[config.mk]
export PLATFORM = sky130hd
export DESIGN_NAME = image_fetch
export DESIGN_NICKNAME = d
export VERILOG_FILES = /design/src/rtl/image_fetch.sv
export SDC_FILE = /design/constraint.sdc
export NUM_CORES = 1
export LEC_CHECK = 0
export ABC_AREA = 0
export BUFFER_PORTS_ARGS = -buffer_cell sky130_fd_sc_hd__buf_2
export CAP_MARGIN = 10
export CELL_PAD_IN_SITES_DETAIL_PLACEMENT = 1
export CELL_PAD_IN_SITES_GLOBAL_PLACEMENT = 1
export CORE_MARGIN = 4
export CORE_UTILIZATION = 40
export DETAILED_ROUTE_END_ITERATION = 10
export PLACE_DENSITY = 0.75
export SLEW_MARGIN = 20
export SYNTH_ARGS = -nofsm -noshare
export SYNTH_HDL_FRONTEND = slang
export SYNTH_SLANG_ARGS = --single-unit
[constraint.sdc]
create_clock -name clk -period 6.24 [get_ports clk]
set_clock_uncertainty 0.1 [all_clocks]
set_input_delay 0 -clock clk [delete_from_list [all_inputs] [get_ports clk]]
set_output_delay 0 -clock clk [all_outputs]
set_load 0.02 [all_outputs]
[src/rtl/image_fetch.sv]
// Strided read sequencer for image_mem: one read per cycle, returns buffered and streamed out with a last flag.
// First word is valid 2+MEM_LATENCY cycles after the command handshake; reads pause when credit reaches FIFO_DEPTH.

module image_fetch_fifo #(
    parameter int W     = 16,
    parameter int DEPTH = 4
) (
    input  logic         clk,
    input  logic         rst,
    input  logic         i_wr_vld,
    input  logic [W-1:0] i_wr_dat,
    input  logic         i_rd_rdy,
    output logic         o_rd_vld,
    output logic [W-1:0] o_rd_dat
);
    localparam int PW = (DEPTH > 1) ? $clog2(DEPTH) : 1;
    localparam logic [PW-1:0] PTR_ONE = PW'(1);
    localparam logic [PW:0]   CNT_ONE = (PW + 1)'(1);

    logic [W-1:0]  r_mem [DEPTH];
    logic [PW-1:0] r_wr_ptr;
    logic [PW-1:0] r_rd_ptr;
    logic [PW:0]   r_cnt;
    logic          w_rd;

    assign o_rd_vld = (r_cnt != '0);
    assign o_rd_dat = r_mem[r_rd_ptr];
    assign w_rd     = o_rd_vld & i_rd_rdy;

    // Occupancy is bounded by the caller's credit, so no full check is needed here.
    always_ff @(posedge clk) begin
        if (rst) begin
            for (int i = 0; i < DEPTH; i++) begin
                r_mem[i] <= '0;
            end
            r_wr_ptr <= '0;
            r_rd_ptr <= '0;
            r_cnt    <= '0;
        end else begin
            if (i_wr_vld) begin
                r_mem[r_wr_ptr] <= i_wr_dat;
                r_wr_ptr        <= r_wr_ptr + PTR_ONE;
            end
            if (w_rd) begin
                r_rd_ptr <= r_rd_ptr + PTR_ONE;
            end
            case ({i_wr_vld, w_rd})
                2'b10:   r_cnt <= r_cnt + CNT_ONE;
                2'b01:   r_cnt <= r_cnt - CNT_ONE;
                default: r_cnt <= r_cnt;
            endcase
        end
    end
endmodule

module image_fetch #(
    parameter int GROUP_NB    = 1,
    parameter int IMG_WIDTH   = 16,
    parameter int MEM_AWIDTH  = 16,
    parameter int CNT_WIDTH   = 16,
    parameter int MEM_LATENCY = 2,
    parameter int FIFO_DEPTH  = 4
) (
    input  logic                          clk,
    input  logic                          rst,
    input  logic                          cfg_val,
    output logic                          cfg_rdy,
    input  logic [MEM_AWIDTH-1:0]         cfg_addr,
    input  logic [MEM_AWIDTH-1:0]         cfg_stride,
    input  logic [CNT_WIDTH-1:0]          cfg_count,
    output logic                          mem_rd_val,
    output logic [MEM_AWIDTH-1:0]         mem_rd_addr,
    input  logic [GROUP_NB*IMG_WIDTH-1:0] mem_rd_data,
    input  logic                          mem_rd_data_val,
    output logic                          str_val,
    input  logic                          str_rdy,
    output logic [GROUP_NB*IMG_WIDTH-1:0] str_data,
    output logic                          str_last,
    output logic                          busy
);
    localparam int DW  = GROUP_NB * IMG_WIDTH;
    localparam int CRW = $clog2(FIFO_DEPTH + 1);
    localparam logic [CRW-1:0]       CREDIT_MAX = CRW'(FIFO_DEPTH);
    localparam logic [CNT_WIDTH-1:0] CNT_ONE    = CNT_WIDTH'(1);

    typedef enum logic [1:0] {
        S_IDLE,
        S_ISSUE,
        S_DRAIN
    } state_t;

    state_t                 r_state;
    logic [MEM_AWIDTH-1:0]  r_addr;
    logic [MEM_AWIDTH-1:0]  r_stride;
    logic [CNT_WIDTH-1:0]   r_count;
    logic [CNT_WIDTH-1:0]   r_issue_left;
    logic [CNT_WIDTH-1:0]   r_out_cnt;
    logic [CRW-1:0]         r_credit;
    logic                   r_mem_rd_val;
    logic [MEM_AWIDTH-1:0]  r_mem_rd_addr;
    logic [MEM_LATENCY-1:0] r_pend;

    logic          w_cfg_hs;
    logic          w_out_hs;
    logic          w_credit_ok;
    logic          w_issue_first;
    logic          w_issue_more;
    logic          w_issue;
    logic          w_last_hs;
    logic          w_fifo_wr;
    logic          w_fifo_vld;
    logic [DW-1:0] w_fifo_dat;

    assign cfg_rdy     = (r_state == S_IDLE);
    assign busy        = (r_state != S_IDLE);
    assign mem_rd_val  = r_mem_rd_val;
    assign mem_rd_addr = r_mem_rd_addr;
    assign str_val     = w_fifo_vld;
    assign str_data    = w_fifo_dat;
    assign str_last    = w_fifo_vld && (r_out_cnt == r_count - CNT_ONE);

    assign w_cfg_hs      = cfg_val && (r_state == S_IDLE);
    assign w_out_hs      = w_fifo_vld && str_rdy;
    // A word leaving this cycle frees its credit in time for the next read.
    assign w_credit_ok   = (r_credit < CREDIT_MAX) || w_out_hs;
    assign w_issue_first = w_cfg_hs && (cfg_count != '0);
    assign w_issue_more  = (r_state == S_ISSUE) && (r_issue_left != '0) && w_credit_ok;
    assign w_issue       = w_issue_first || w_issue_more;
    assign w_last_hs     = w_out_hs && (r_out_cnt == r_count - CNT_ONE);
    // Only returns lined up with a read we issued are kept; stale ones after a reset fall out here.
    assign w_fifo_wr     = mem_rd_data_val && r_pend[MEM_LATENCY-1] && (r_state != S_IDLE);

    image_fetch_fifo #(
        .W     (DW),
        .DEPTH (FIFO_DEPTH)
    ) u_fifo (
        .clk      (clk),
        .rst      (rst),
        .i_wr_vld (w_fifo_wr),
        .i_wr_dat (mem_rd_data),
        .i_rd_rdy (str_rdy),
        .o_rd_vld (w_fifo_vld),
        .o_rd_dat (w_fifo_dat)
    );

    always_ff @(posedge clk) begin
        if (rst) begin
            r_state       <= S_IDLE;
            r_addr        <= '0;
            r_stride      <= '0;
            r_count       <= '0;
            r_issue_left  <= '0;
            r_out_cnt     <= '0;
            r_credit      <= '0;
            r_mem_rd_val  <= 1'b0;
            r_mem_rd_addr <= '0;
            r_pend        <= '0;
        end else begin
            r_mem_rd_val <= w_issue;
            r_pend[0]    <= r_mem_rd_val;
            for (int k = 1; k < MEM_LATENCY; k++) begin
                r_pend[k] <= r_pend[k-1];
            end

            if (w_issue_first) begin
                r_mem_rd_addr <= cfg_addr;
            end else if (w_issue_more) begin
                r_mem_rd_addr <= r_addr;
            end

            r_credit <= r_credit + {{(CRW-1){1'b0}}, w_issue} - {{(CRW-1){1'b0}}, w_out_hs};

            if (w_cfg_hs) begin
                r_out_cnt <= '0;
            end else if (w_out_hs) begin
                r_out_cnt <= r_out_cnt + CNT_ONE;
            end

            case (r_state)
                S_IDLE: begin
                    if (w_cfg_hs) begin
                        r_stride     <= cfg_stride;
                        r_count      <= cfg_count;
                        r_addr       <= cfg_addr + cfg_stride;
                        r_issue_left <= cfg_count - CNT_ONE;
                        if (cfg_count != '0) begin
                            r_state <= S_ISSUE;
                        end
                    end
                end
                S_ISSUE: begin
                    if (r_issue_left == '0) begin
                        r_state <= S_DRAIN;
                    end else if (w_issue_more) begin
                        r_addr       <= r_addr + r_stride;
                        r_issue_left <= r_issue_left - CNT_ONE;
                    end
                end
                S_DRAIN: begin
                    if (w_last_hs) begin
                        r_state <= S_IDLE;
                    end
                end
                default: r_state <= S_IDLE;
            endcase
        end
    end
endmodule

==> results by stage <==
Clocking:
- The clock transition at the register clock pins on the worst setup and hold paths after CTS is 80 ps.
- The clock tree synthesis step divided the H-tree into 4 levels.
- The clock tree buffer depth is 2.
- Post-CTS repair changed the size of 0 cells.
- The hold buffer count at CTS is 79.
- The number of post-CTS setup repair buffers is 0.
- The number of buffers inserted during clock tree synthesis is 17.
- The clock root buffer is clkbuf_16.
- The clock tree from TritonCTS is yes.
- The later pin in the worst-skew pair is clocked with a latency of 440 ps.
- The number of sinks on the clock net is 177.

Cells and area:
- The number of antenna cells inserted is 0.
- The final design area excluding fillers is 12000 um2.
- The filler cell count in the final layout is 2805.
- At the end of the flow, the number of nets in the layout was 1355.
- Relative to the synthesized area, the layout overhead comes to 22.9%.
- The ratio of cells with drive above 1 in the final layout is 14.9%.

Pwr:
- Combinational logic is responsible for 28.9% of the overall power.
- The internal power of the cells totals 0.00228 W.
- Registers are responsible for 39.3% of the overall power.
- Net switching is 36.9% of the power.
- Power spread over the standard cell area amounts to 299 nW/um2.
- The worst-case IR drop observed on VDD is 0.179 mV.
- The share of total power dissipated in the clock network is 31.8%.
- The switching power of the nets is 0.00133 W.
- In this run the static leakage power is 4.74 nW.

Logic synthesis:
- The cell taking the most area after synthesis is dfxtp_1.
- The flip-flop and latch count after synthesis is 177.
- The synthesized netlist contains 72 unique library cells.
- For this run, the leading register cell type out of synthesis is dfxtp_1.
- Counting every net in the synthesized netlist gives 1201.
- Summing the sequential cell areas from Yosys gives 42.7% of the chip area.
- The fraction of the mapped netlist area in compound gates is 16.6%.
- The synthesized netlist devotes 5.42% of its cell area to adder and majority cells.
- The mean instance size in the synthesized netlist is 8.97 um2.
- The synthesized netlist devotes 5.72% of its cell area to XOR and XNOR gates.
- During synthesis, Yosys emitted a total of 0 warnings.
- Synthesis produced 1092 cells.
- The synthesized netlist occupies a cell area of 9790 um2.
- The mux cell area share after synthesis is 5.57%.
- The main combinational cell family by area after synthesis is simple AND/OR/NAND/NOR gates.
- The top cell type by area accounts for 23.1% of the synthesized area.
- Ranked by total cell area, the synthesized netlist is headed by dfxtp_1, edfxtp_1, nand2_1.
- Yosys mapped a number of flops with a built-in enable equal to 64.
- The simple-gate portion of the synthesized area is 19.9%.
- Of all flip-flops after synthesis, the portion carrying an async set or reset was 0%.

Drt:
- The iteration count of the initial detailed-routing pass is 5.
- The routed wire length on met3 is 1070 um.
- The residual antenna-violating net count after detailed routing is 0.
- The post-detailed-route wirelength per cell is 18.8 um.
- The count of routing violations after the opening detailed-route iteration is 462.
- The top metal layer carrying routed signals is met4.
- The final wirelength is 29800 um.
- Across all layers, the routed design uses 8728 vias.
- In the detailed route, the total length drawn on met2 is 15000 um.
- The number of vias per cell is 5.51.
- The total routed wire length on the met1 layer is 13200 um.
- After detailed routing, the number of remaining DRC violations is 0.

Global routing:
- The initial antenna violation count is 0.
- The first global-routing pass estimated 47900 um of wire.
- The global-route usage over all layers is 22.3%.
- The via count of the first global-routing pass was 9151.
- The largest net degree at the start of global routing is 72.
- Summed over all layers, the global routing overflow is 0.

Flow run:
- The number of max-capacitance violations reported is 0.

Setup path:
- The path depth of the worst reg2reg path is 7.
- On the critical path the largest part of the delay comes from simple AND/OR/NAND/NOR gates.
- The startpoint kind of the worst setup timing path is a register.
- In this run the critical register-to-register path is captured at r_issue_left[13].
- The worst setup path is of the register to register kind.
- The worst register-to-register path begins at r_state[0].
- The most numerous cell type found on the critical path is nor4b_2.
- The slowest stage cell on the critical path is nor4b_2.
- The endpoint required time on the critical path is 6500 ps.
- The endpoint type of the worst setup path is a register.
- The combined buffer and inverter count along the critical path is 0.
- The delay of the slowest cell on the worst path is 840 ps.
- Along the worst path, the maximum fanout reaches 17.
- The signal on the critical path passes through nor2b_2, mux2i_1, nor4b_2, nor4b_2, xnor2_1, a211o_1, a21oi_1.
- The data arrival time of the critical path is 3740 ps.
- The internal reg-to-reg setup slack is 2760 ps.

Hold path:
- The worst hold path terminates at r_stride[5].
- In this run the most critical hold path is launched from cfg_val.
- The count of cells along the worst hold path is 5.
- The min-delay analysis places its worst path in the category primary input to register.

Timing:
- The final number of hold-violating endpoints was 0.
- In the final timing run, aggregate negative setup slack is 0 ps.
- The minimum period implied by the final worst setup slack is 3480 ps.
- The peak clock frequency supported by timing is 288 MHz.
- The final cycle utilization of the critical path is 55.7%.
- Setup violations remaining at the end of the flow were counted as 0.
- The max-slew violation total from the final report is 0.
- Setup repair after global routing left no endpoint under its margin.
- Measured against its own limit, the worst slew margin works out to 31.9%.
- At the pin with the least slew margin, the transition time is 1020 ps.

Floorplan:
- The die span in x is 164 um.
- The die covers 27100 um2.
- The initial utilization of the core area, before any placement, comes to 40.5%.
- The total area inside the core boundary comes to 24200 um2.
- The overall die height is 164 um.
- The site row count is 57.
- During I/O placement, the number of pins put on the boundary was 106.

Place:
- The placed instances occupy a cell area of 10600 um2.
- The detailed placer's ending HPWL is 19900 um.
- Input and output buffers added on the ports amount to 105.
- The congestion estimate from routability-driven global placement came to 0.841.

Status:
- The flow ran to the end, and the final reports show no timing, DRC or antenna violations.
-- power by group through the flow --
stage	logic (W)	registers (W)	clock network [W]
after floorplan	0.000688	0.00143	0
after global placement	0.000961	0.00144	0
after detailed placement	0.000982	0.00144	0
after CTS	0.00104	0.00142	0.00117
after global routing	0.00115	0.00143	0.00122
final	0.00104	0.00142	0.00115
-- per-stage QoR --
| stage | cells | setup WS (ps) | power (W) | utilization [%] | hold slack (ps) |
|---|---|---|---|---|---|
| after detailed placement | 1472 | 2830 | 0.00242 | 43.9 | 164 |
| final | 1583 | 2760 | 0.00360 | 49.8 | 149 |
| after global routing | 1583 | 2450 | 0.00381 | 49.8 | 167 |
| after global placement | 1472 | 2970 | 0.00240 | 43.9 | 157 |
| after floorplan | 1092 | 3000 | 0.00212 | - | 36.0 |
| after CTS | 1583 | 2790 | 0.00362 | 49.8 | 141 |
-- worst min-delay path: cells and delay by family --
family | cells | cell delay, ps
buffers and inverters | 2 | 390
AO/OA/AOI/OAI | 1 | 50
AND/OR/NAND/NOR | 2 | 190
-- final cells by class --
class	instances	area [um2]	share of cell area [%]
tap	324	405	3.37
sequential	177	4180	34.7
timing repair buffer	197	1420	11.8
inverter	42	158	1.31
multi-input combinational	811	5240	43.5
clock buffer	17	425	3.53
clock inverter	15	211	1.76
-- cell usage in the layout, fill, tap and decap left out, types with 27 or more instances in the layout --
cell type      netlist  routed
a21oi_1            103     103
dfxtp_1            113     113
inv_1               41      41
buf_2                8     104
nor3_1              27      27
nand2_1            158     158
nor2_1             113     112
edfxtp_1            64      64
dlygate4sd3_1        0      79
xor2_1              32      32
o21ai_0             39      39
xnor2_1             32      32
ha_1                36      36
-- cells in the mapped netlist (5+ instances only) --
cell       instances
xor2_1            32
o21bai_1           5
or3_1             10
a22oi_1           19
and2_1            19
mux4_2            16
xnor2_1           32
nand3_1           20
a211oi_1          11
o31ai_1            9
a311oi_1           5
nor3_1            27
o211ai_1           6
nand2b_1           5
clkbuf_1          44
o21ai_0           39
dfxtp_1          113
inv_1             41
nand4_1            5
buf_2              8
nand2_1          158
ha_1              36
nor2_1           113
a31oi_1           10
edfxtp_1          64
nor2b_1           10
a21o_1             7
mux2i_1           14
nor4_1             9
o2111ai_1          9
buf_1             10
a2111oi_0          7
a21oi_1          103
and3_1             8
-- metal layers --
metal  up-vias  track usage (%)
met4         0             6.39
met5         -                0
li1       4226                -
met3        43             2.72
met1      4281             28.6
met2       178             39.6
-- how the worst max path moves through the flow --
| stage | from | endpoint | cells after the start |
|---|---|---|---|
| 6_report | r_state[0] | r_issue_left[13] | 7 |
| 5_1_grt | r_state[0] | r_issue_left[13] | 7 |
| 4_1_cts | r_state[0] | r_issue_left[13] | 7 |
| 3_5_place_dp | r_state[0] | r_issue_left[13] | 7 |
| 3_3_place_gp | r_state[0] | r_issue_left[13] | 7 |
| 2_1_floorplan | r_state[1] | r_credit[2] | 14 |
-- state kept, by name, summed over array words and instances, names as in the netlist, named ones only --
signal and count:
r_state 2, u_fifo.r_cnt 3, r_pend 2, r_count 16
r_issue_left 16, u_fifo.r_wr_ptr 2, u_fifo.r_mem 64, mem_rd_val 1
r_addr 16, r_stride 16, r_credit 3, mem_rd_addr 16
r_out_cnt 16, u_fifo.r_rd_ptr 2
-- cells by family (layout without fill, tap and decap cells) --
| logic type | Yosys count | count (layout) |
|---|---|---|
| AND/OR/NAND/NOR | 414 | 414 |
| AO/OA/AOI/OAI | 259 | 259 |
| flip-flops | 177 | 177 |
| buffers and inverters | 104 | 271 |
| XOR/XNOR | 64 | 64 |
| adder cells (fa/ha/maj) | 40 | 40 |
| multiplexers | 34 | 34 |
No activity file was read; power rests on OpenSTA's default activity.
